**src/rtl/regwr_queue.sv**
```systemverilog
`default_nettype none
// ============================================================================
//  Module   : regwr_queue
//  Purpose  : In-order write-back queue in front of the register file write
//             port, with pending-write detection and youngest-value forwarding.
//  Revision : 1.0  initial release
// ============================================================================
module regwr_queue #(
    parameter int DEPTH  = 4,
    parameter int DATA_W = 64
) (
    input  logic                       Clk,
    input  logic                       ResetL,
    input  logic                       InValid,
    output logic                       InReady,
    input  logic [4:0]                 InRW,
    input  logic [DATA_W-1:0]          InData,
    output logic [4:0]                 RW,
    output logic [DATA_W-1:0]          BusW,
    output logic                       RegWr,
    input  logic [4:0]                 QRA,
    input  logic [4:0]                 QRB,
    output logic                       PendA,
    output logic                       PendB,
    output logic [DATA_W-1:0]          FwdA,
    output logic [DATA_W-1:0]          FwdB,
    output logic [$clog2(DEPTH+1)-1:0] Count
);

    localparam int         c_PTR_W = $clog2(DEPTH);
    localparam int         c_CNT_W = $clog2(DEPTH + 1);
    localparam logic [4:0] c_XZR   = 5'd31;

    logic [4:0]         r_rw   [DEPTH];
    logic [DATA_W-1:0]  r_data [DEPTH];
    logic [DEPTH-1:0]   r_valid;
    logic [c_PTR_W-1:0] r_head;
    logic [c_PTR_W-1:0] r_tail;
    logic [c_CNT_W-1:0] r_count;

    logic w_full;
    logic w_empty;
    logic w_doEnq;
    logic w_doDeq;

    assign w_full  = (r_count == c_CNT_W'(DEPTH));
    assign w_empty = (r_count == '0);
    assign InReady = !w_full;
    // Writes to XZR handshake normally but never occupy a slot.
    assign w_doEnq = InValid && InReady && (InRW != c_XZR);
    // The register file never stalls, so a non-empty head always retires.
    assign w_doDeq = !w_empty;
    assign Count   = r_count;

    assign RegWr = !w_empty;
    assign RW    = w_empty ? c_XZR : r_rw[r_head];
    assign BusW  = w_empty ? '0    : r_data[r_head];

    always_ff @(posedge Clk or negedge ResetL) begin
        if (!ResetL) begin
            r_head  <= '0;
            r_tail  <= '0;
            r_count <= '0;
            r_valid <= '0;
        end else begin
            if (w_doEnq) begin
                r_valid[r_tail] <= 1'b1;
                r_tail          <= r_tail + c_PTR_W'(1);
            end
            if (w_doDeq) begin
                r_valid[r_head] <= 1'b0;
                r_head          <= r_head + c_PTR_W'(1);
            end
            r_count <= r_count + c_CNT_W'(w_doEnq) - c_CNT_W'(w_doDeq);
        end
    end

    // Payload needs no reset: it is only observed through valid/count gating.
    always_ff @(posedge Clk) begin
        if (w_doEnq) begin
            r_rw[r_tail]   <= InRW;
            r_data[r_tail] <= InData;
        end
    end

    // Walk from head toward tail so the last hit is the youngest entry.
    function automatic logic [DATA_W:0] lookup(input logic [4:0] q);
        logic [c_PTR_W-1:0] idx;
        logic [DATA_W:0]    res;
        res = '0;
        for (int i = 0; i < DEPTH; i++) begin
            idx = r_head + c_PTR_W'(i);
            if ((q != c_XZR) && r_valid[idx] && (r_rw[idx] == q)) begin
                res = {1'b1, r_data[idx]};
            end
        end
        return res;
    endfunction

    always_comb begin
        {PendA, FwdA} = lookup(QRA);
        {PendB, FwdB} = lookup(QRB);
    end

endmodule
`default_nettype wire
```
**config.mk**
```make
export PLATFORM = sky130hd
export DESIGN_NAME = regwr_queue
export DESIGN_NICKNAME = d
export VERILOG_FILES = /design/src/rtl/regwr_queue.sv
export SDC_FILE = /design/constraint.sdc
export NUM_CORES = 1
export LEC_CHECK = 0
export ABC_CLOCK_PERIOD_IN_PS = 7830
export CORE_UTILIZATION = 45
export DETAILED_ROUTE_END_ITERATION = 7
export PLACE_DENSITY_LB_ADDON = 0.12
export REMOVE_ABC_BUFFERS = 1
export SLEW_MARGIN = 20
export SYNTH_ARGS = -nofsm -noshare
export SYNTH_HDL_FRONTEND = slang
export SYNTH_SLANG_ARGS = --single-unit
```
**constraint.sdc**
```tcl
create_clock -name Clk -period 7.83 [get_ports Clk]
set_input_delay 1.566 -clock Clk [delete_from_list [all_inputs] [get_ports Clk]]
set_output_delay 1.566 -clock Clk [all_outputs]
set_load 0.01 [all_outputs]
```
==> reports/metrics.cfg, run 1 <==
[clock_network]
clk_pin_slew_ns = 0.06
clockRootBuffer = clkbuf_16
clk_latency_ns = 0.54
cts_tree = done
cts.sinks = 287
numCtsBuffers = 35
htreeDepth = 2
clk_path_buf_depth = 3
ctsResizeCount = 0
postCtsSetupBuffers = 0
ctsHoldBuffers = 0

[die]
initial_utilization = 0.4599
io_pins = 286
rows = 77
fp.dieW_um = 215.3
dieArea_um2 = 46350
die_h_um = 215.3
core_area_um2 = 44510

[timing]
fin_skew_ns = 0.01239
final_hold_viol_count = 0
drv_slew = 0
fmax_mhz = 143.5
setup_tns_ns = 0
period_share = 0.8901
post-route-min-period_ns = 6.969
maxSlewHeadroom = 0.3056
setup_viol = 0
rsz0062_at_grt = false
worstMarginPinSlew_ns = 1.042

[cells_and_area]
seq_area_um2 = 8571
final_cell_area_um2 = 24800
area_growth_pct = 21.13
num-fill-cells = 3631
layout-drive-gt1-share = 0.2172
final_nets = 1800
multi_input_area_um2 = 11180

[worst_setup_path]
cpLargestDelayFamily = buffers and inverters
timing.rr.start = Count[1]
critPathKind = reg -> out
rr_worst_depth = 6
startpoint_type = register
cp_max_fo = 44
critical_path_arrival_ns = 5.40
worst_path_max_delay_cell = dfrtp_4
reg2reg_slack_ns = 4.81
reg2reg_to = r_data[3][60]
cp.required_ns = 6.26
startpoint = r_head[1]
critPathBufInv = 3
path_depth = 11
critPathCaptureType = output pin
path_cells = inv_1 > ha_4 > mux4_2 > xnor2_1 > and4_1 > and3_2 > buf_4 > nand2_1 > o211ai_1 > a22o_1 > clkdlybuf4s50_1
cpPeakStageDelay_ns = 0.82

[logic_synthesis]
synthFlopType = edfxtp_1
synthCells = 1513
synth_area_um2 = 20470
syn_area_per_cell_um2 = 13.53
yosysUniqueCellTypes = 44
yosysSeqAreaShare = 0.4183
ys_seq_elements = 287
synth_edf_count = 276
synthArstFlopShare = 0.03833
yosys_warnings = 0

[placed_design]
place_area_um2 = 23700
place_congestion = 0.8697
io_buffers = 285
hpwl_um = 36850

[power_and_ir_drop]
intPower_mw = 6.211
p_clk_frac = 0.148
p_per_area_nw_per_um2 = 409.0
p_sw_frac = 0.3877
combinationalPowerShare = 0.625
cellLeakagePower_nw = 7.799
seqPwrFrac = 0.227
netSwitchingPower_mw = 3.933
ir_worst_vdd_uv = 340.4

[grt]
grt_max_degree = 160
antenna_found_initial = 5
grt_use_total = 0.2488
grt.overflow.total = 0
grt_pass1_wl_um = 88270
grt_pass1_vias = 14930

[worst_hold_path]
hp-start = Count[2]
hold_class = reg -> reg
hold_path_depth = 1
hold_path_end = Count[2]

[status]
outcome = finished clean

[drt]
drc_errors = 0
via_per_inst = 6.519
vias = 15160
wl_per_cell_um = 25.19
wl_um = 58600
drtAntennaViolNets = 0
drtPass1Iterations = 7
drt-initial-drc-count = 1485

[run]
drv_cap = 0

[power by group through the flow]
stage / Combinational [mW] / Clock (mW) / Sequential [mW]
global route: 6.79 / 1.59 / 2.34
finish: 6.34 / 1.50 / 2.30
global placement: 6.31 / 0 / 2.30
detailed placement: 6.34 / 0 / 2.33
CTS: 6.36 / 1.54 / 2.30
floorplan: 4.60 / 0 / 2.57
[sequential cells by signal, summed over array words and instances (netlist names)]
signal	count
Count	3
r_head	2
r_rw	20
r_data	256
r_tail	2
r_valid	4
[placed cells by master, fill, tap and decap left out, drive strengths merged, types with 4 or more instances in the layout]
master / instances
nor3: 10
a22oi: 61
a22o: 50
mux4: 279
edfxtp: 276
o21ai: 80
clkbuf: 49
ha: 10
nor2: 128
a31oi: 15
mux2: 4
nand4: 7
nand3: 8
clkinv: 10
xnor2: 34
a2bb2oi: 4
o31ai: 17
o211ai: 48
clkdlybuf4s50: 285
xor2: 7
nand2: 142
inv: 13
nand2b: 4
buf: 28
dfrtp: 11
and2: 65
mux2i: 63
[metrics by stage]
step | hold WS [ns] | std cells | util | setup WS (ns) | total power [mW]
3_3_place_gp | 0.5150 | 2261 | 0.5324 | 1.233 | 8.616
6_report | 0.5384 | 2326 | 0.5571 | 0.8608 | 10.14
3_5_place_dp | 0.5280 | 2261 | 0.5324 | 1.238 | 8.664
2_1_floorplan | 0.5441 | 1357 | - | -14.41 | 7.169
5_1_grt | 0.5695 | 2324 | 0.5570 | 0.5659 | 10.71
4_1_cts | 0.5389 | 2322 | 0.5562 | 0.8282 | 10.20
[Yosys cell counts (11+ instances only)]
| cell type | number | area (um^2) |
|---|---|---|
| a22o_1 | 50 | 437.9 |
| a22oi_1 | 61 | 457.9 |
| a31oi_1 | 15 | 93.84 |
| and2_1 | 65 | 406.6 |
| buf_2 | 51 | 255.2 |
| clkbuf_1 | 74 | 277.8 |
| dfrtp_1 | 11 | 275.3 |
| edfxtp_1 | 276 | 8288 |
| inv_1 | 12 | 45.04 |
| mux2i_1 | 63 | 630.6 |
| mux4_2 | 279 | 6284 |
| nand2_1 | 142 | 533.0 |
| nor2_1 | 128 | 480.5 |
| o211ai_1 | 48 | 360.4 |
| o21ai_0 | 79 | 395.4 |
| o31ai_1 | 17 | 127.6 |
| xnor2_1 | 34 | 297.8 |
[worst max path at each step]
stage,to
finish,FwdB[28]
global route,FwdB[24]
CTS,FwdB[28]
detailed placement,FwdB[51]
global placement,FwdB[51]
floorplan,FwdB[14]
[per-layer routing]
| metal | track usage | wire, um |
|---|---|---|
| met5 | 0 | 26 |
| met1 | 0.3201 | 23140 |
| met2 | 0.4174 | 28930 |
| met4 | 0.08534 | 1591 |
| met3 | 0.05336 | 4919 |
[final cells by class]
class / count / share of cell area
clock inverters: 12 / 0.003532
repair buffers: 313 / 0.1287
well taps: 592 / 0.02987
inverters: 13 / 0.001968
multi-input cells: 1057 / 0.4509
diodes: 3 / 0.0003027
flip-flops and latches: 287 / 0.3456
clock buffers: 49 / 0.03915
[cells by family after synthesis]
kind of cell,after synthesis,synth area share
buf+inv,169,0.03887
compound gates,280,0.09540
mux,346,0.3399
flops,287,0.4183
xor+xnor,41,0.01754
simple gates,379,0.08288
fa+ha+maj,11,0.007090
Power figures use the tool's default switching activity.
==> inputs of run 2 (changes only) <==
Settings changed: CELL_PAD_IN_SITES_DETAIL_PLACEMENT set to 0, CELL_PAD_IN_SITES_GLOBAL_PLACEMENT set to 2, CORE_UTILIZATION 45 to 42.
==> run 2 against run 1 <==
Against the previous run:
- clock power rose by 4%
- sequential power is 2% higher
- critical path depth unchanged
- clock skew down 0.0032 ns
- non-clock buffer count is 4 higher
- fmax down 1.8%
- power rose by 0.80%
- final area rose by 0.17%
- sequential share of layout area down 0.059 points
- critical endpoint is now FwdA[41]
- count of clock-buffer cells in the layout shrank 5
- die area up 7.1%
- highest routed layer unchanged
- worst setup slack got worse by 0.13 ns
==> reports/metrics.cfg, run 2 (synthesized netlist as in run 1, its figures left out) <==
[worst_setup_path]
critPathCaptureType = output pin
startpoint = r_head[1]
cp_max_fo = 47
cp.required_ns = 6.26
timing.rr.start = Count[1]
startpoint_type = register
critPathKind = reg -> out
critical_path_arrival_ns = 5.53

[drt]
wl_um = 61080
wl_per_cell_um = 25.99
via_per_inst = 6.431
drtAntennaViolNets = 0
drc_errors = 0
drtPass1Iterations = 6
drt-initial-drc-count = 1439
vias = 15110

[cells_and_area]
area_growth_pct = 21.34
layout_common_cells = clkdlybuf4s50_1, mux4_2, edfxtp_1, nand2_1, nor2_1
top_regs = r_data: 256 flops, r_rw: 20 flops, r_valid: 4 flops
stdcell_count = 2350
top_register = r_data
final_nets = 1803
num-fill-cells = 4008
seq_area_um2 = 8571
fin_util = 0.5181
final_common_cell = clkdlybuf4s50_1
final_cell_area_um2 = 24840
layout-drive-gt1-share = 0.2174
multi_input_area_um2 = 11180
largest_reg_flops = 256

[placed_design]
pre_cts_ws_ns = 1.130
place_area_um2 = 23710
dpl.cell_count = 2288
place_congestion = 0.8455
hpwl_um = 38510
io_buffers = 285

[timing]
setup_viol = 0
fin_skew_ns = 0.009152
setup_tns_ns = 0
fmax_mhz = 140.9
maxSlewHeadroom = 0.3643
post-route-min-period_ns = 7.096
drv_slew = 0
setup_slack_ns = 0.7335
rsz0062_at_grt = false
hold_ws_ns = 0.5237
period_share = 0.9063
worstMarginPinSlew_ns = 0.9535
final_hold_viol_count = 0

[clock_network]
postCtsSetupBuffers = 0
clockRootBuffer = clkbuf_16
clk_pin_slew_ns = 0.06
ctsHoldBuffers = 0
htreeDepth = 2
cts_tree = done
ctsResizeCount = 0
clk_path_buf_depth = 3
clk_latency_ns = 0.54
cts.sinks = 287
numCtsBuffers = 34

[worst_hold_path]
hp-start = Count[2]
hold_class = reg -> reg

[grt]
grt_max_degree = 158
grt_pass1_wl_um = 91410
antenna_found_initial = 3
grt_use_total = 0.2446
grt_pass1_vias = 14760
grt.overflow.total = 0

[status]
outcome = finished clean

[run]
drv_cap = 0

[power_and_ir_drop]
p_per_area_nw_per_um2 = 411.6
ir_worst_vdd_uv = 345.1
cellLeakagePower_nw = 7.815
p_total_mw = 10.23

[die]
io_pins = 286
initial_utilization = 0.4270
core_area_um2 = 47950
rows = 80
dieArea_um2 = 49630
die_h_um = 222.8
fp.dieW_um = 222.8

run 2: layout make-up:
type / count / area share
repair buffers: 317 / 0.1275
clock buffers: 44 / 0.03833
inverters: 13 / 0.001964
well taps: 615 / 0.03098
flip-flops and latches: 287 / 0.3450
multi-input cells: 1057 / 0.4501
diodes: 1 / 0.0001007
clock inverters: 16 / 0.005994
run 2: where the power goes:
group	internal (mW)	total (mW)	switching, mW
clock network	0.953	1.56	0.605
logic	3.27	6.33	3.06
registers	2.04	2.34	0.296
total	6.26	10.2	3.96
run 2: worst max-delay path, stage by stage (launching register included):
cell and delay [ns]:
dfrtp_4 0.86, inv_1 0.24, ha_4 0.51, buf_4 0.67
mux4_2 0.46, nand3_1 0.16, nor2_4 0.07, nor3_4 0.53
buf_4 0.45, a22oi_1 0.14, o21ai_0 0.24, clkdlybuf4s50_1 0.64
run 2: per-layer routing:
metal | GRT usage | vias to the layer above | routed length, um
met5 | 0 | - | 41
met4 | 0.08031 | 6 | 1555
met3 | 0.04113 | 104 | 4641
met2 | 0.4028 | 666 | 29950
met1 | 0.3303 | 7786 | 24900
li1 | - | 6550 | -
run 2: final timing paths:
path,endpoint,slack (ns),cells after the start
worst max-delay path,FwdA[41],0.73,11
worst min-delay path,Count[2],0.52,1
worst max register to register,r_data[2][44],4.73,6
worst min register to register,Count[2],0.52,1
max in group asynchronous,r_head[1],5.95,1
min in group asynchronous,r_valid[2],1.41,1
==> inputs of run 3 (changes only) <==
Settings changed: CORE_MARGIN set to 2, REMOVE_ABC_BUFFERS 1 to not set.
==> run 3 against run 2 <==
Against the previous run:
- die area grew 1.8%
- worst hold slack gained 0.0043 ns
- fmax grew 5.0%
- non-clock buffer count grew 4
- global-route usage grew 0.40 points
- sequential power shrank 2%
- register-to-register slack lost 0.25 ns
- cell count grew 0.43%
- power grew 2.4%
- critical endpoint is now FwdB[6]
==> reports/metrics.cfg, run 3 (synthesized netlist as in run 1, its figures left out) <==
[drt]
drtAntennaViolNets = 0
wl_um = 63720
drt-initial-drc-count = 1341
wl_per_cell_um = 27.00
vias = 15410
via_per_inst = 6.531
drtPass1Iterations = 5
drc_errors = 0

[die]
rows = 80
core_area_um2 = 47950
fp.dieW_um = 224.8
initial_utilization = 0.4270
dieArea_um2 = 50530
die_h_um = 224.8
io_pins = 286

[grt]
grt_use_total = 0.2486
grt_max_degree = 162
grt.overflow.total = 0
grt_pass1_vias = 15120
antenna_found_initial = 8
grt_pass1_wl_um = 93820

[cells_and_area]
seq_area_um2 = 8571
layout_common_cells = clkdlybuf4s50_1, mux4_2, edfxtp_1, nand2_1, nor2_1
num-fill-cells = 3990
layout-drive-gt1-share = 0.2245
top_regs = r_data: 256 flops, r_rw: 20 flops, r_valid: 4 flops
largest_reg_flops = 256
multi_input_area_um2 = 11190
final_common_cell = clkdlybuf4s50_1
top_register = r_data
final_nets = 1810
area_growth_pct = 22.18

[clock_network]
numCtsBuffers = 37
ctsResizeCount = 0
postCtsSetupBuffers = 0
cts_tree = done
ctsHoldBuffers = 0
clk_pin_slew_ns = 0.06
htreeDepth = 2
clockRootBuffer = clkbuf_16
clk_latency_ns = 0.54
cts.sinks = 287
clk_path_buf_depth = 3

[timing]
setup_slack_ns = 1.069
post-route-min-period_ns = 6.761
maxSlewHeadroom = 0.2785
setup_viol = 0
rsz0062_at_grt = false
period_share = 0.8634
setup_tns_ns = 0
worstMarginPinSlew_ns = 1.080
final_hold_viol_count = 0
fmax_mhz = 147.9
fin_skew_ns = 0.01409
drv_slew = 0

[logic_synthesis]
synthesis.nets = 1606

[worst_setup_path]
startpoint_type = register
cp.required_ns = 6.26
cp_max_fo = 48
critPathCaptureType = output pin
critPathKind = reg -> out
critical_path_arrival_ns = 5.19

[power_and_ir_drop]
cellLeakagePower_nw = 7.916
p_per_area_nw_per_um2 = 418.6
ir_worst_vdd_uv = 285.7

[run]
drv_cap = 0

[placed_design]
io_buffers = 285
hpwl_um = 39830
place_congestion = 0.8439
pre_cts_ws_ns = 1.218

[status]
outcome = finished clean

[worst_hold_path]
hold_class = reg -> reg

## run 3: cell types whose count changed in the layout (fill, tap and decap cells not counted), sizes merged
cell / previous run / this run
bufinv: 3 / 7
clkinv: 12 / 13
diode: 1 / 3
clkbuf: 44 / 43
buf: 32 / 36
## run 3: final timing paths
path	depth (start not counted)	slack (ns)	to	startpoint
hold reg to reg	1	0.53	Count[2]	Count[2]
hold / removal	1	0.53	Count[2]	Count[2]
setup / recovery	11	1.07	FwdB[6]	r_head[0]
setup reg to reg	11	4.48	Count[2]	Count[1]
max in group asynchronous	1	6.02	r_head[1]	ResetL
min in group asynchronous	1	1.38	Count[2]	ResetL
## run 3: power by group
group          total [mW]  internal (mW)  switching (mW)
sequential           2.30           2.04           0.260
combinational        6.44           3.28            3.16
clock                1.73           1.10           0.632
total                10.5           6.42            4.05
## run 3: layout make-up
| type | count | share of cell area |
|---|---|---|
| flip-flops and latches | 287 | 0.3427 |
| repair buffers | 321 | 0.1277 |
| well taps | 615 | 0.03076 |
| inverters | 13 | 0.001951 |
| clock inverters | 21 | 0.01100 |
| multi-input cells | 1057 | 0.4474 |
| diodes | 3 | 0.0003001 |
| clock buffers | 43 | 0.03832 |
## run 3: layer usage
layer  vias up  wire, um  GRT usage
met5         -        46          0
met4         8      1704    0.08930
met3       120      5139    0.05447
met2       735     31600     0.4126
met1      7989     25230     0.3226
li1       6562         -          -
## run 3: per-stage QoR
stage	hold slack, ns	instances	power (mW)	cell area, um^2	util
after floorplan	0.5441	1513	6.717	20470	-
after CTS	0.5305	2356	10.54	24980	0.5210
after global routing	0.5535	2359	11.05	25010	0.5216
after detailed placement	0.5208	2292	8.772	23740	0.4952
final	0.5280	2360	10.47	25010	0.5217
after global placement	0.5195	2292	8.748	23740	0.4952
## run 3: critical path, cell delays in order, from the launching register on
cell and delay [ns]:
dfrtp_4 0.62, inv_1 0.25, ha_4 0.52, mux4_2 0.60, xnor2_1 0.25, and4_1 0.29
nand3_4 0.66, buf_4 0.52, nand2_1 0.10, o211ai_1 0.09, a22o_1 0.25, clkdlybuf4s50_1 0.49
==> edit, RTL diff (flow settings as in run 2) <==
Change the parameter `DATA_W` from 64 to 128.
--- a/src/rtl/regwr_queue.sv
+++ b/src/rtl/regwr_queue.sv
@@ -7,7 +7,7 @@
 // ============================================================================
 module regwr_queue #(
     parameter int DEPTH  = 4,
-    parameter int DATA_W = 64
+    parameter int DATA_W = 128
 ) (
     input  logic                       Clk,
     input  logic                       ResetL,
Interface: changed (resized BusW, FwdA, FwdB and InData); port bits go from 286 to 542. No check against the original RTL was run, so the function may have changed too.
==> edit against run 2 <==
  * Total power is 100% higher
  * Fmax is 1.6% higher
  * Sequential share of layout area is 0.78 points lower
  * Synthesized area is 92% higher
  * Wire length is 130% higher
  * Design area is 94% higher
  * Setup slack better by 0.11 ns
  * Sequential cell count is 256 higher
==> edit: results (changes against run 2) <==
{| class="wikitable"
! Metric !! Value
|-
| Wire length per cell after detailed routing || 30.2 um (+16%)
|-
| Initial antenna violation count || 27 (+24)
|-
| CTS Buf Count || 68 (+100%)
|-
| Data arrival time of the worst path || 5.42 ns (-0.11 ns)
|-
| Via count of the first global-routing pass || 31500 (+110%)
|-
| Final weighted congestion of routability-driven global placement || 0.863 (+2.1%)
|-
| Maximum fanout encountered on the critical timing path || 58 (+23%)
|-
| Filler cells || 7663 (+91%)
|-
| Sw Share || 40.5% (+1.7 points)
|-
| Final HPWL DP || 87.2 mm (+130%)
|-
| Final worst clock skew || 0.0165 ns (+0.00731 ns)
|-
| Iter 0 DRT Violations || 2996 (+110%)
|-
| Placed instance area || 45900 sq um (+94%)
|-
| Largest net degree at the start of global routing || 152 (-3.8%)
|-
| Commonest cells in the synthesized netlist || sky130_fd_sc_hd__edfxtp_1, sky130_fd_sc_hd__mux4_2, sky130_fd_sc_hd__nor2_1
|-
| Top post-synthesis cells by area || sky130_fd_sc_hd__edfxtp_1, sky130_fd_sc_hd__mux4_2, sky130_fd_sc_hd__a21oi_1, sky130_fd_sc_hd__a221oi_1, sky130_fd_sc_hd__nor2_1
|-
| Count of input and output buffers || 541 (+90%)
|-
| Avg Vias per Cell || 6.79 (+5.5%)
|-
| Layout cells sized above 1 || 21.9% (+0.12 points)
|-
| Static leakage || 15.3 nW (+96%)
|-
| Crit path max-delay cell type || sky130_fd_sc_hd__buf_4
|-
| Async SR Flop Fraction || 2.03% (-1.8 points)
|-
| Clk Latency, worst-skew pair || 0.60 ns (+0.06 ns)
|-
| GRT Overall Usage || 28.9% (+4.5 points)
|-
| Number of nets in the final layout || 3493 (+94%)
|-
| Outcome || complete, no violations
|-
| Maximum VDD drop || 0.000452 V (+31%)
|-
| Number of detailed-routing iterations run before antenna repair || 8 (+2)
|-
| EDFF count, synth || 532 (+93%)
|-
| Setup Slack @ Placement || 0.963 ns (-0.167 ns)
|-
| Count of cell types in the netlist || 50 (+14%)
|-
| Registers with the most flip-flops || r_data x512, r_rw x20, r_valid x4
|-
| H-tree depth reported by CTS || 3 (+1)
|-
| Slew at the pin closest to its max-slew limit || 1.15 ns (+0.201 ns)
|-
| Largest incremental delay on the critical path || 0.73 ns (-0.13 ns)
|-
| Sequential share of the synthesized area || 41.4% (-0.40 points)
|-
| Global-route wire length before repair || 204 mm (+120%)
|}
==> edit: cell types whose count changed after synthesis, moves of 124 or more <==
cell	run 2	this run
sky130_fd_sc_hd__edfxtp_1	276	532
sky130_fd_sc_hd__a21oi_1	1	254
sky130_fd_sc_hd__mux4_2	279	530
sky130_fd_sc_hd__nor2_1	128	266
sky130_fd_sc_hd__clkbuf_1	74	202
sky130_fd_sc_hd__and3_1	3	128
sky130_fd_sc_hd__a221oi_1	0	124
==> edit: worst max-delay path: cells and delay by family (launching register included) <==
kind / cells / cell delay (ns)
and+or+nand+nor: 1 / 0.51
muxes: 1 / 0.66
AOI/OAI and AO/OA: 3 / 1.31
buffers and inverters: 3 / 1.66
xor gates and xnor gates: 1 / 0.18
DFF: 1 / 0.43
==> edit: per-layer routing <==
layer  wire, um  track usage, %  vias up
met3      12200            6.66      340
met1      51500            34.6    16500
met5        174               0        -
li1           -               -    13100
met4       5590            13.0       26
met2      70800            49.6     1631
==> edit: power groups by stage <==
stage          clock network (mW)  registers (mW)  logic, mW
2_1_floorplan                   0            4.66       7.37
3_3_place_gp                    0            4.21       12.9
3_5_place_dp                    0            4.29       13.0
4_1_cts                      3.27            4.24       13.1
5_1_grt                      3.37            4.31       13.8
6_report                     3.21            4.26       13.0
==> edit: cell families (layout without fill, tap and decap cells) <==
family / Yosys count / after routing / share of synthesized area [%]
muxes: 543 / 543 / 30.8
buffers and inverters: 361 / 760 / 3.96
and+or+nand+nor: 704 / 704 / 8.70
xor gates and xnor gates: 42 / 42 / 0.938
AOI/OAI and AO/OA: 786 / 786 / 13.8
other: 0 / 13 / 0
adders and majority gates: 11 / 11 / 0.370
DFF: 543 / 543 / 41.4
==> edit: path summary, 6_finish.rpt <==
check	from	endpoint	slack [ns]	cells past startpoint
max	r_head[0]	FwdB[61]	0.84	9
min	Count[2]	Count[2]	0.54	1
max reg2reg	Count[1]	r_data[3][107]	4.66	6
min reg2reg	Count[2]	Count[2]	0.54	1
max in group asynchronous	ResetL	r_head[1]	5.95	1
min in group asynchronous	ResetL	Count[2]	1.37	1
==> edit: layout make-up <==
class | count | area [sq um] | share of cell area, %
diodes | 13 | 32.5 | 0.0675
clock buffers | 88 | 1910 | 3.97
clock inverters | 35 | 355 | 0.737
inverters | 10 | 40.0 | 0.0830
multi-input cells | 2086 | 21500 | 44.6
flip-flops and latches | 543 | 16300 | 33.7
well taps | 1243 | 1560 | 3.23
repair buffers | 627 | 6550 | 13.6
==> edit: per-stage QoR <==
step / util, % / instances / total power, mW
after floorplan: - / 2639 / 12.0
after global placement: 49.9 / 4509 / 17.1
after detailed placement: 49.9 / 4509 / 17.3
after CTS: 52.3 / 4632 / 20.6
after global routing: 52.4 / 4642 / 21.5
final: 52.4 / 4645 / 20.5
